### config.mk
export PLATFORM = sky130hd
export DESIGN_NAME = stopwatch_ctrl_flat
export DESIGN_NICKNAME = d
export VERILOG_FILES = /design/src/rtl/stopwatch_pkg.sv /design/src/rtl/stopwatch_ctrl_if.sv /design/src/rtl/debouncer.sv /design/src/rtl/stopwatch_ctrl.sv /design/src/flat_wrapper.sv
export SDC_FILE = /design/constraint.sdc
export NUM_CORES = 1
export LEC_CHECK = 0
export CORE_MARGIN = 3
export CORE_UTILIZATION = 60
export DETAILED_ROUTE_END_ITERATION = 8
export GPL_TIMING_DRIVEN = 1
export PLACE_DENSITY_LB_ADDON = 0.3
export SYNTH_ARGS = -nofsm -noshare
export SYNTH_HDL_FRONTEND = slang
export SYNTH_SLANG_ARGS = --single-unit
### constraint.sdc
create_clock -name clk -period 2.4 [get_ports clk]
set_clock_uncertainty 0.05 [all_clocks]
set_input_delay 0.48 -clock clk [delete_from_list [all_inputs] [get_ports clk]]
set_output_delay 0.48 -clock clk [all_outputs]
set_load 0.1 [all_outputs]
### src/rtl/stopwatch_pkg.sv
// Shared state encodings and default timing constants for the stopwatch controller.
package stopwatch_pkg;

    typedef enum logic [1:0] {
        StIdle  = 2'b00,
        StRun   = 2'b01,
        StPause = 2'b10,
        StLap   = 2'b11
    } sw_state_e;

    // 20 ms debounce and 1 s long press at a 50 MHz clock.
    localparam int unsigned DefaultDebounceCyc = 1_000_000;
    localparam int unsigned DefaultLongCyc     = 50_000_000;

    function automatic logic state_counts(sw_state_e s);
        return (s == StRun) || (s == StLap);
    endfunction

endpackage

### src/rtl/stopwatch_ctrl_if.sv
// Button inputs and counter-control outputs of the stopwatch controller.
interface stopwatch_ctrl_if;

    logic       btn_start_stop;
    logic       btn_lap_clear;
    logic       enable;
    logic       clear;
    logic       freeze;
    logic [1:0] state;

    // master drives the buttons, slave is the controller
    modport master (
        output btn_start_stop,
        output btn_lap_clear,
        input  enable,
        input  clear,
        input  freeze,
        input  state
    );

    modport slave (
        input  btn_start_stop,
        input  btn_lap_clear,
        output enable,
        output clear,
        output freeze,
        output state
    );

endinterface

### src/rtl/debouncer.sv
// Two-flop synchronizer, stability-count debouncer and one-cycle press pulse on rising edges.
module debouncer
    import stopwatch_pkg::*;
#(
    parameter int unsigned DEBOUNCE_CYC = DefaultDebounceCyc
) (
    input  logic clk,
    input  logic rst,
    input  logic btn_raw_i,
    output logic level_o,
    output logic press_o
);

    localparam int unsigned CntW    = $clog2(DEBOUNCE_CYC + 1);
    localparam logic [CntW-1:0] CntLast = CntW'(DEBOUNCE_CYC - 1);

    logic [1:0]      sync_q, sync_d;
    logic [CntW-1:0] cnt_q, cnt_d;
    logic            level_q, level_d;
    logic            press_q, press_d;

    always_comb begin
        sync_d  = {sync_q[0], btn_raw_i};
        cnt_d   = '0;
        level_d = level_q;
        // Count consecutive mismatch cycles; a matching cycle restarts the count.
        if (sync_q[1] != level_q) begin
            if (cnt_q == CntLast) begin
                level_d = sync_q[1];
            end else begin
                cnt_d = cnt_q + 1'b1;
            end
        end
        press_d = level_d & ~level_q;
    end

    always_ff @(posedge clk) begin
        if (rst) begin
            sync_q  <= '0;
            cnt_q   <= '0;
            level_q <= 1'b0;
            press_q <= 1'b0;
        end else begin
            sync_q  <= sync_d;
            cnt_q   <= cnt_d;
            level_q <= level_d;
            press_q <= press_d;
        end
    end

    assign level_o = level_q;
    assign press_o = press_q;

endmodule

### src/rtl/stopwatch_ctrl.sv
// Stopwatch control FSM: debounced buttons, long-press clear, registered outputs.
// Define STOPWATCH_LAP_EN to enable the LAP state and the freeze output.
module stopwatch_ctrl
    import stopwatch_pkg::*;
#(
    parameter int unsigned DEBOUNCE_CYC = DefaultDebounceCyc,
    parameter int unsigned LONG_CYC     = DefaultLongCyc
) (
    input logic              clk,
    input logic              rst,
    stopwatch_ctrl_if.slave  bus
);

    localparam int unsigned LongW = $clog2(LONG_CYC + 1);
    localparam logic [LongW-1:0] LongLast = LongW'(LONG_CYC - 1);
    localparam logic [LongW-1:0] LongMax  = LongW'(LONG_CYC);

    logic ss_level, ss_press;
    logic lap_level, lap_press;
    logic unused_ss_level;

    logic [LongW-1:0] long_cnt_q, long_cnt_d;
    logic             long_evt;

    sw_state_e state_q, state_d;
    logic      enable_q, enable_d;
    logic      clear_q, clear_d;

    debouncer #(
        .DEBOUNCE_CYC (DEBOUNCE_CYC)
    ) u_deb_ss (
        .clk       (clk),
        .rst       (rst),
        .btn_raw_i (bus.btn_start_stop),
        .level_o   (ss_level),
        .press_o   (ss_press)
    );

    debouncer #(
        .DEBOUNCE_CYC (DEBOUNCE_CYC)
    ) u_deb_lap (
        .clk       (clk),
        .rst       (rst),
        .btn_raw_i (bus.btn_lap_clear),
        .level_o   (lap_level),
        .press_o   (lap_press)
    );

    assign unused_ss_level = ss_level;

    // Saturating hold counter: fires once per hold, rearmed only by release.
    always_comb begin
        long_cnt_d = '0;
        long_evt   = 1'b0;
        if (lap_level) begin
            long_cnt_d = (long_cnt_q == LongMax) ? long_cnt_q : long_cnt_q + 1'b1;
            long_evt   = (long_cnt_q == LongLast);
        end
    end

    always_comb begin
        state_d = state_q;
        clear_d = 1'b0;
        if (long_evt) begin
            state_d = StIdle;
            clear_d = 1'b1;
        end else if (ss_press) begin
            // start/stop wins over a coincident lap press
            unique case (state_q)
                StIdle:  state_d = StRun;
                StRun:   state_d = StPause;
                StPause: state_d = StRun;
                StLap:   state_d = StPause;
                default: state_d = StIdle;
            endcase
        end else if (lap_press) begin
            unique case (state_q)
                StIdle:  state_d = StIdle;
`ifdef STOPWATCH_LAP_EN
                StRun:   state_d = StLap;
`else
                StRun:   state_d = StRun;
`endif
                StLap:   state_d = StRun;
                StPause: begin
                    state_d = StIdle;
                    clear_d = 1'b1;
                end
                default: state_d = StIdle;
            endcase
        end
        enable_d = state_counts(state_d);
    end

    always_ff @(posedge clk) begin
        if (rst) begin
            long_cnt_q <= '0;
            state_q    <= StIdle;
            enable_q   <= 1'b0;
            clear_q    <= 1'b0;
        end else begin
            long_cnt_q <= long_cnt_d;
            state_q    <= state_d;
            enable_q   <= enable_d;
            clear_q    <= clear_d;
        end
    end

`ifdef STOPWATCH_LAP_EN
    logic freeze_q, freeze_d;

    assign freeze_d = (state_d == StLap);

    always_ff @(posedge clk) begin
        if (rst) begin
            freeze_q <= 1'b0;
        end else begin
            freeze_q <= freeze_d;
        end
    end

    assign bus.freeze = freeze_q;
`else
    assign bus.freeze = 1'b0;
`endif

    assign bus.state  = state_q;
    assign bus.enable = enable_q;
    assign bus.clear  = clear_q;

endmodule
### src/flat_wrapper.sv
// flat-port wrapper written by rule: the top's interface ports become plain ports
module stopwatch_ctrl_flat import stopwatch_pkg::*;
#(
    parameter int unsigned DEBOUNCE_CYC = DefaultDebounceCyc,
    parameter int unsigned LONG_CYC     = DefaultLongCyc
)
  (clk, rst, bus_btn_start_stop, bus_btn_lap_clear, bus_enable, bus_clear, bus_freeze, bus_state);
  stopwatch_ctrl_if bus_i ();
  input logic clk;
  input logic rst;
  input wire logic [$bits(bus_i.btn_start_stop)-1:0] bus_btn_start_stop;
  input wire logic [$bits(bus_i.btn_lap_clear)-1:0] bus_btn_lap_clear;
  output wire logic [$bits(bus_i.enable)-1:0] bus_enable;
  output wire logic [$bits(bus_i.clear)-1:0] bus_clear;
  output wire logic [$bits(bus_i.freeze)-1:0] bus_freeze;
  output wire logic [$bits(bus_i.state)-1:0] bus_state;
  assign bus_i.btn_start_stop = bus_btn_start_stop;
  assign bus_i.btn_lap_clear = bus_btn_lap_clear;
  assign bus_enable = bus_i.enable;
  assign bus_clear = bus_i.clear;
  assign bus_freeze = bus_i.freeze;
  assign bus_state = bus_i.state;
  stopwatch_ctrl #(.DEBOUNCE_CYC(DEBOUNCE_CYC), .LONG_CYC(LONG_CYC)) u_core (.clk(clk), .rst(rst), .bus(bus_i));
endmodule
==> qor.json <==
{
  "starting_utilization_of_the_core_area": {"value": 0.639},
  "timing.reg2reg.setup_slack": {"value": 240, "unit": "ps"},
  "max-cap-violations": {"value": 0},
  "design.die.area": {"value": 7010, "unit": "um2"},
  "grt_pass1_vias": {"value": 2797},
  "final_nets": {"value": 424},
  "grt.total_usage": {"value": 0.213},
  "dpl_worst_slack": {"value": 324, "unit": "ps"},
  "detail_route.wirelength": {"value": 7.22, "unit": "mm"},
  "worst_setup_hold_path_clk_slew": {"value": 80, "unit": "ps"},
  "crit_buf_inv": {"value": 0},
  "drt_drc_violations_left": {"value": 0},
  "dpl.cell_count": {"value": 477},
  "h-tree-depth": {"value": 3},
  "placementRows": {"value": 27},
  "yosysWarningCount": {"value": 0},
  "drt_first_pass_iters": {"value": 4},
  "cts-root-to-sink-buffers": {"value": 2},
  "crit_path_cell_trace": {"value": "ha_1 -> and3_1 -> nand4_2 -> or4b_1 -> a21oi_1"},
  "maximum_fanout_count_along_the_critical_path": {"value": 13},
  "reg2reg_depth": {"value": 5},
  "critical_path_cell_count": {"value": 5},
  "port-buffer-count": {"value": 7},
  "routed_via_density": {"value": 6.05},
  "max_stage_delay": {"value": 570, "unit": "ps"},
  "antenna_cells_inserted": {"value": 0},
  "reg2reg_from": {"value": "u_core.long_cnt_q[0]$_SDFFE_PP0P_"},
  "final-max-slew-violation-count": {"value": 0},
  "min_path_cells": {"value": 1},
  "cts_resized": {"value": 0},
  "io-pin-count": {"value": 9},
  "die_h": {"value": 83.7, "unit": "um"},
  "drtIter0Drc": {"value": 155},
  "worst_ep_required_time": {"value": 2630, "unit": "ps"},
  "synth_enable_flop_cells": {"value": 0},
  "syn_nets": {"value": 418},
  "synth_seq_area_share": {"value": 0.431},
  "synth_common_cells": {"value": "sky130_fd_sc_hd__dfxtp_1 (78), sky130_fd_sc_hd__nor2_1 (45), sky130_fd_sc_hd__a21oi_1 (26), sky130_fd_sc_hd__nand3_1 (26), sky130_fd_sc_hd__xor2_1 (19)"},
  "outcome": {"value": "complete, no violations"},
  "worst_hold_startpoint": {"value": "u_core.u_deb_ss.cnt_q[0]$_SDFF_PP0_"},
  "tritoncts_clock_tree": {"value": "yes"},
  "global_route_wire_length_before_repair": {"value": 12.5, "unit": "mm"},
  "fp.dieW": {"value": 83.7, "unit": "um"},
  "gp_congestion": {"value": 0.813},
  "route.detailed.wl_per_inst": {"value": 14.7, "unit": "um"},
  "route.antenna.remaining_nets": {"value": 0},
  "final.setup.worst_slack": {"value": 236, "unit": "ps"},
  "final.min_clock_period": {"value": 2160, "unit": "ps"},
  "synthArstFlopShare": {"value": 0},
  "worst_path_slowest_cell": {"value": "sky130_fd_sc_hd__or4b_1"},
  "worst-slew-pin-transition": {"value": 505, "unit": "ps"},
  "place_hpwl": {"value": 4.83, "unit": "mm"},
  "cts_setup_buffers": {"value": 0},
  "slew_headroom": {"value": 0.659},
  "insertion_delay": {"value": 350, "unit": "ps"},
  "synth.cell_area": {"value": 3630, "unit": "um2"},
  "clock-sinks": {"value": 78},
  "type_of_element_capturing_the_critical_path": {"value": "flop"},
  "layout.cells.non_filler": {"value": 493},
  "clk_root_buffer_cell": {"value": "sky130_fd_sc_hd__clkbuf_8"},
  "dominantRegCellSynth": {"value": "sky130_fd_sc_hd__dfxtp_1"},
  "postSynthAreaPerCell": {"value": 8.84, "unit": "um2"},
  "timing.setup.critical_path_class": {"value": "reg2reg"},
  "cts_buffer_count": {"value": 9},
  "critical-path-top-delay-family": {"value": "simple AND/OR/NAND/NOR gates"},
  "p_leak": {"value": 1.22, "unit": "nW"},
  "synth.lib_cells_used.distinct": {"value": 50},
  "grt_max_degree": {"value": 21},
  "synth.top_cells.by_area": {"value": "sky130_fd_sc_hd__dfxtp_1 (43%), sky130_fd_sc_hd__nor2_1 (4.7%), sky130_fd_sc_hd__xor2_1 (4.6%)"},
  "irDropWorstVdd": {"value": 0.000427, "unit": "V"},
  "ctsHoldBuffers": {"value": 0},
  "setup_repair_after_global_routing_missed_its_margin": {"value": "false"},
  "setup_viol": {"value": 0},
  "layout-drive-gt1-share": {"value": 0.0974},
  "critical_path.reg2reg.endpoint": {"value": "u_core.long_cnt_q[18]$_SDFFE_PP0P_"},
  "fmax": {"value": 462, "unit": "MHz"},
  "post-synth-top-count-cell": {"value": "sky130_fd_sc_hd__dfxtp_1"},
  "core-area": {"value": 5680, "unit": "um2"},
  "timing.critical_path.from_type": {"value": "flop"},
  "grt_antenna_before_repair": {"value": 0},
  "timing.final.hold_violations": {"value": 0},
  "worst-endpoint-arrival": {"value": 2390, "unit": "ps"},
  "dr_total_vias": {"value": 2984},
  "classification_of_the_worst_slack_hold_path": {"value": "reg2reg"},
  "post-synth-top-area-cell": {"value": "sky130_fd_sc_hd__dfxtp_1"},
  "min_period_over_period": {"value": 0.902},
  "layout-area-overhead-vs-synth": {"value": 9.21, "unit": "%"},
  "power_per_cell_area": {"value": 610, "unit": "nW/um2"},
  "global_route.overflow_total": {"value": 0},
  "hold_crit_endpoint": {"value": "u_core.u_deb_ss.cnt_q[0]$_SDFF_PP0_"},
  "nFillCells": {"value": 466},
  "synth_seq_cells": {"value": 78},
  "netlist_instances": {"value": 410},
  "timing.setup.tns": {"value": 0, "unit": "ps"},
  "synth_top_area_frac": {"value": 0.431}
}
flip-flops by register name, indices dropped and copies added (netlist names), 2 cells and up:
signal / count
u_core.long_cnt_q: 26
u_core.u_deb_lap.cnt_q: 20
u_core.u_deb_ss.cnt_q: 20
u_core.bus.state: 2
u_core.u_deb_lap.sync_q: 2
u_core.u_deb_ss.sync_q: 2
logic make-up after synthesis:
group / Yosys count / share of synthesized area
flip-flops: 78 / 0.431
buffers and inverters: 29 / 0.0355
multiplexers: 1 / 0.00276
AO/OA/AOI/OAI: 64 / 0.108
AND/OR/NAND/NOR: 197 / 0.321
other: 1 / 0.00103
XOR/XNOR: 36 / 0.0870
adder cells (fa/ha/maj): 4 / 0.0138
placed cells by master (no fill, tap or decap), types with 2 or more instances in the layout:
master and n:
sky130_fd_sc_hd__o21ai_0 14, sky130_fd_sc_hd__nor4b_1 3, sky130_fd_sc_hd__o31ai_1 12, sky130_fd_sc_hd__nor4_1 3, sky130_fd_sc_hd__nor3b_1 2, sky130_fd_sc_hd__dfxtp_1 78, sky130_fd_sc_hd__nand4_2 2, sky130_fd_sc_hd__nand3_1 26
sky130_fd_sc_hd__xnor2_1 17, sky130_fd_sc_hd__clkinv_2 2, sky130_fd_sc_hd__a21oi_1 26, sky130_fd_sc_hd__o311ai_0 3, sky130_fd_sc_hd__and2_1 3, sky130_fd_sc_hd__nor2_1 45, sky130_fd_sc_hd__nor4bb_1 3, sky130_fd_sc_hd__clkdlybuf4s50_1 3
sky130_fd_sc_hd__nor3_1 8, sky130_fd_sc_hd__bufinv_16 2, sky130_fd_sc_hd__nor2b_1 6, sky130_fd_sc_hd__nand2_1 18, sky130_fd_sc_hd__or3_1 11, sky130_fd_sc_hd__nand4_1 18, sky130_fd_sc_hd__and4_1 9, sky130_fd_sc_hd__and3_1 10
sky130_fd_sc_hd__buf_4 11, sky130_fd_sc_hd__nand2b_1 6, sky130_fd_sc_hd__clkinvlp_4 2, sky130_fd_sc_hd__or4_1 12, sky130_fd_sc_hd__ha_1 4, sky130_fd_sc_hd__clkbuf_8 10, sky130_fd_sc_hd__o41ai_1 2, sky130_fd_sc_hd__inv_1 10
sky130_fd_sc_hd__xor2_1 19
worst max-delay path by stage:
stage                                            startpoint                            endpoint
after detailed placement  u_core.long_cnt_q[0]$_SDFFE_PP0P_  u_core.long_cnt_q[18]$_SDFFE_PP0P_
final                     u_core.long_cnt_q[0]$_SDFFE_PP0P_  u_core.long_cnt_q[18]$_SDFFE_PP0P_
after global routing      u_core.long_cnt_q[0]$_SDFFE_PP0P_  u_core.long_cnt_q[18]$_SDFFE_PP0P_
after floorplan           u_core.long_cnt_q[0]$_SDFFE_PP0P_  u_core.long_cnt_q[24]$_SDFFE_PP0P_
after CTS                 u_core.long_cnt_q[0]$_SDFFE_PP0P_  u_core.long_cnt_q[18]$_SDFFE_PP0P_
after global placement    u_core.long_cnt_q[0]$_SDFFE_PP0P_  u_core.long_cnt_q[20]$_SDFFE_PP0P_
worst register-to-register path: stages, from the launching register on:
cell                      delay [ps]
sky130_fd_sc_hd__dfxtp_1         440
sky130_fd_sc_hd__ha_1            220
sky130_fd_sc_hd__and3_1          340
sky130_fd_sc_hd__nand4_2         320
sky130_fd_sc_hd__or4b_1          570
sky130_fd_sc_hd__a21oi_1         160
routing by layer:
| layer | GRT usage | share of wire |
|---|---|---|
| met1 | 0.281 | 0.48 |
| met2 | 0.342 | 0.46 |
| met3 | 0.0464 | 0.035 |
| met4 | 0.0804 | 0.017 |
| met5 | 0 | 0 |
per-stage QoR:
step | utilization | hold slack (ps) | area, um2 | power (W)
after floorplan | - | 363 | 3630 | 0.00135
after global placement | 0.659 | 378 | 3740 | 0.00136
after detailed placement | 0.659 | 379 | 3740 | 0.00136
after CTS | 0.698 | 397 | 3960 | 0.00244
after global routing | 0.698 | 418 | 3960 | 0.00249
final | 0.698 | 394 | 3960 | 0.00242
area by class of cell:
type	instances	area [um2]	share of cell area
Clock buffer	10	138	0.0348
Clock inverter	6	85.1	0.0215
Inverter	10	37.5	0.00948
Multi-Input combinational cell	303	1940	0.489
Sequential cell	78	1560	0.394
Tap cell	72	90.1	0.0227
Timing Repair Buffer	14	113	0.0284
where the power goes:
part	total (W)	internal, W	switching (W)
sequential	0.00130	0.00130	0.00000221
clock	0.00109	0.000610	0.000478
combinational	0.0000297	0.0000107	0.0000190
total	0.00242	0.00192	0.000499
No activity file was read; power rests on OpenSTA's default activity.
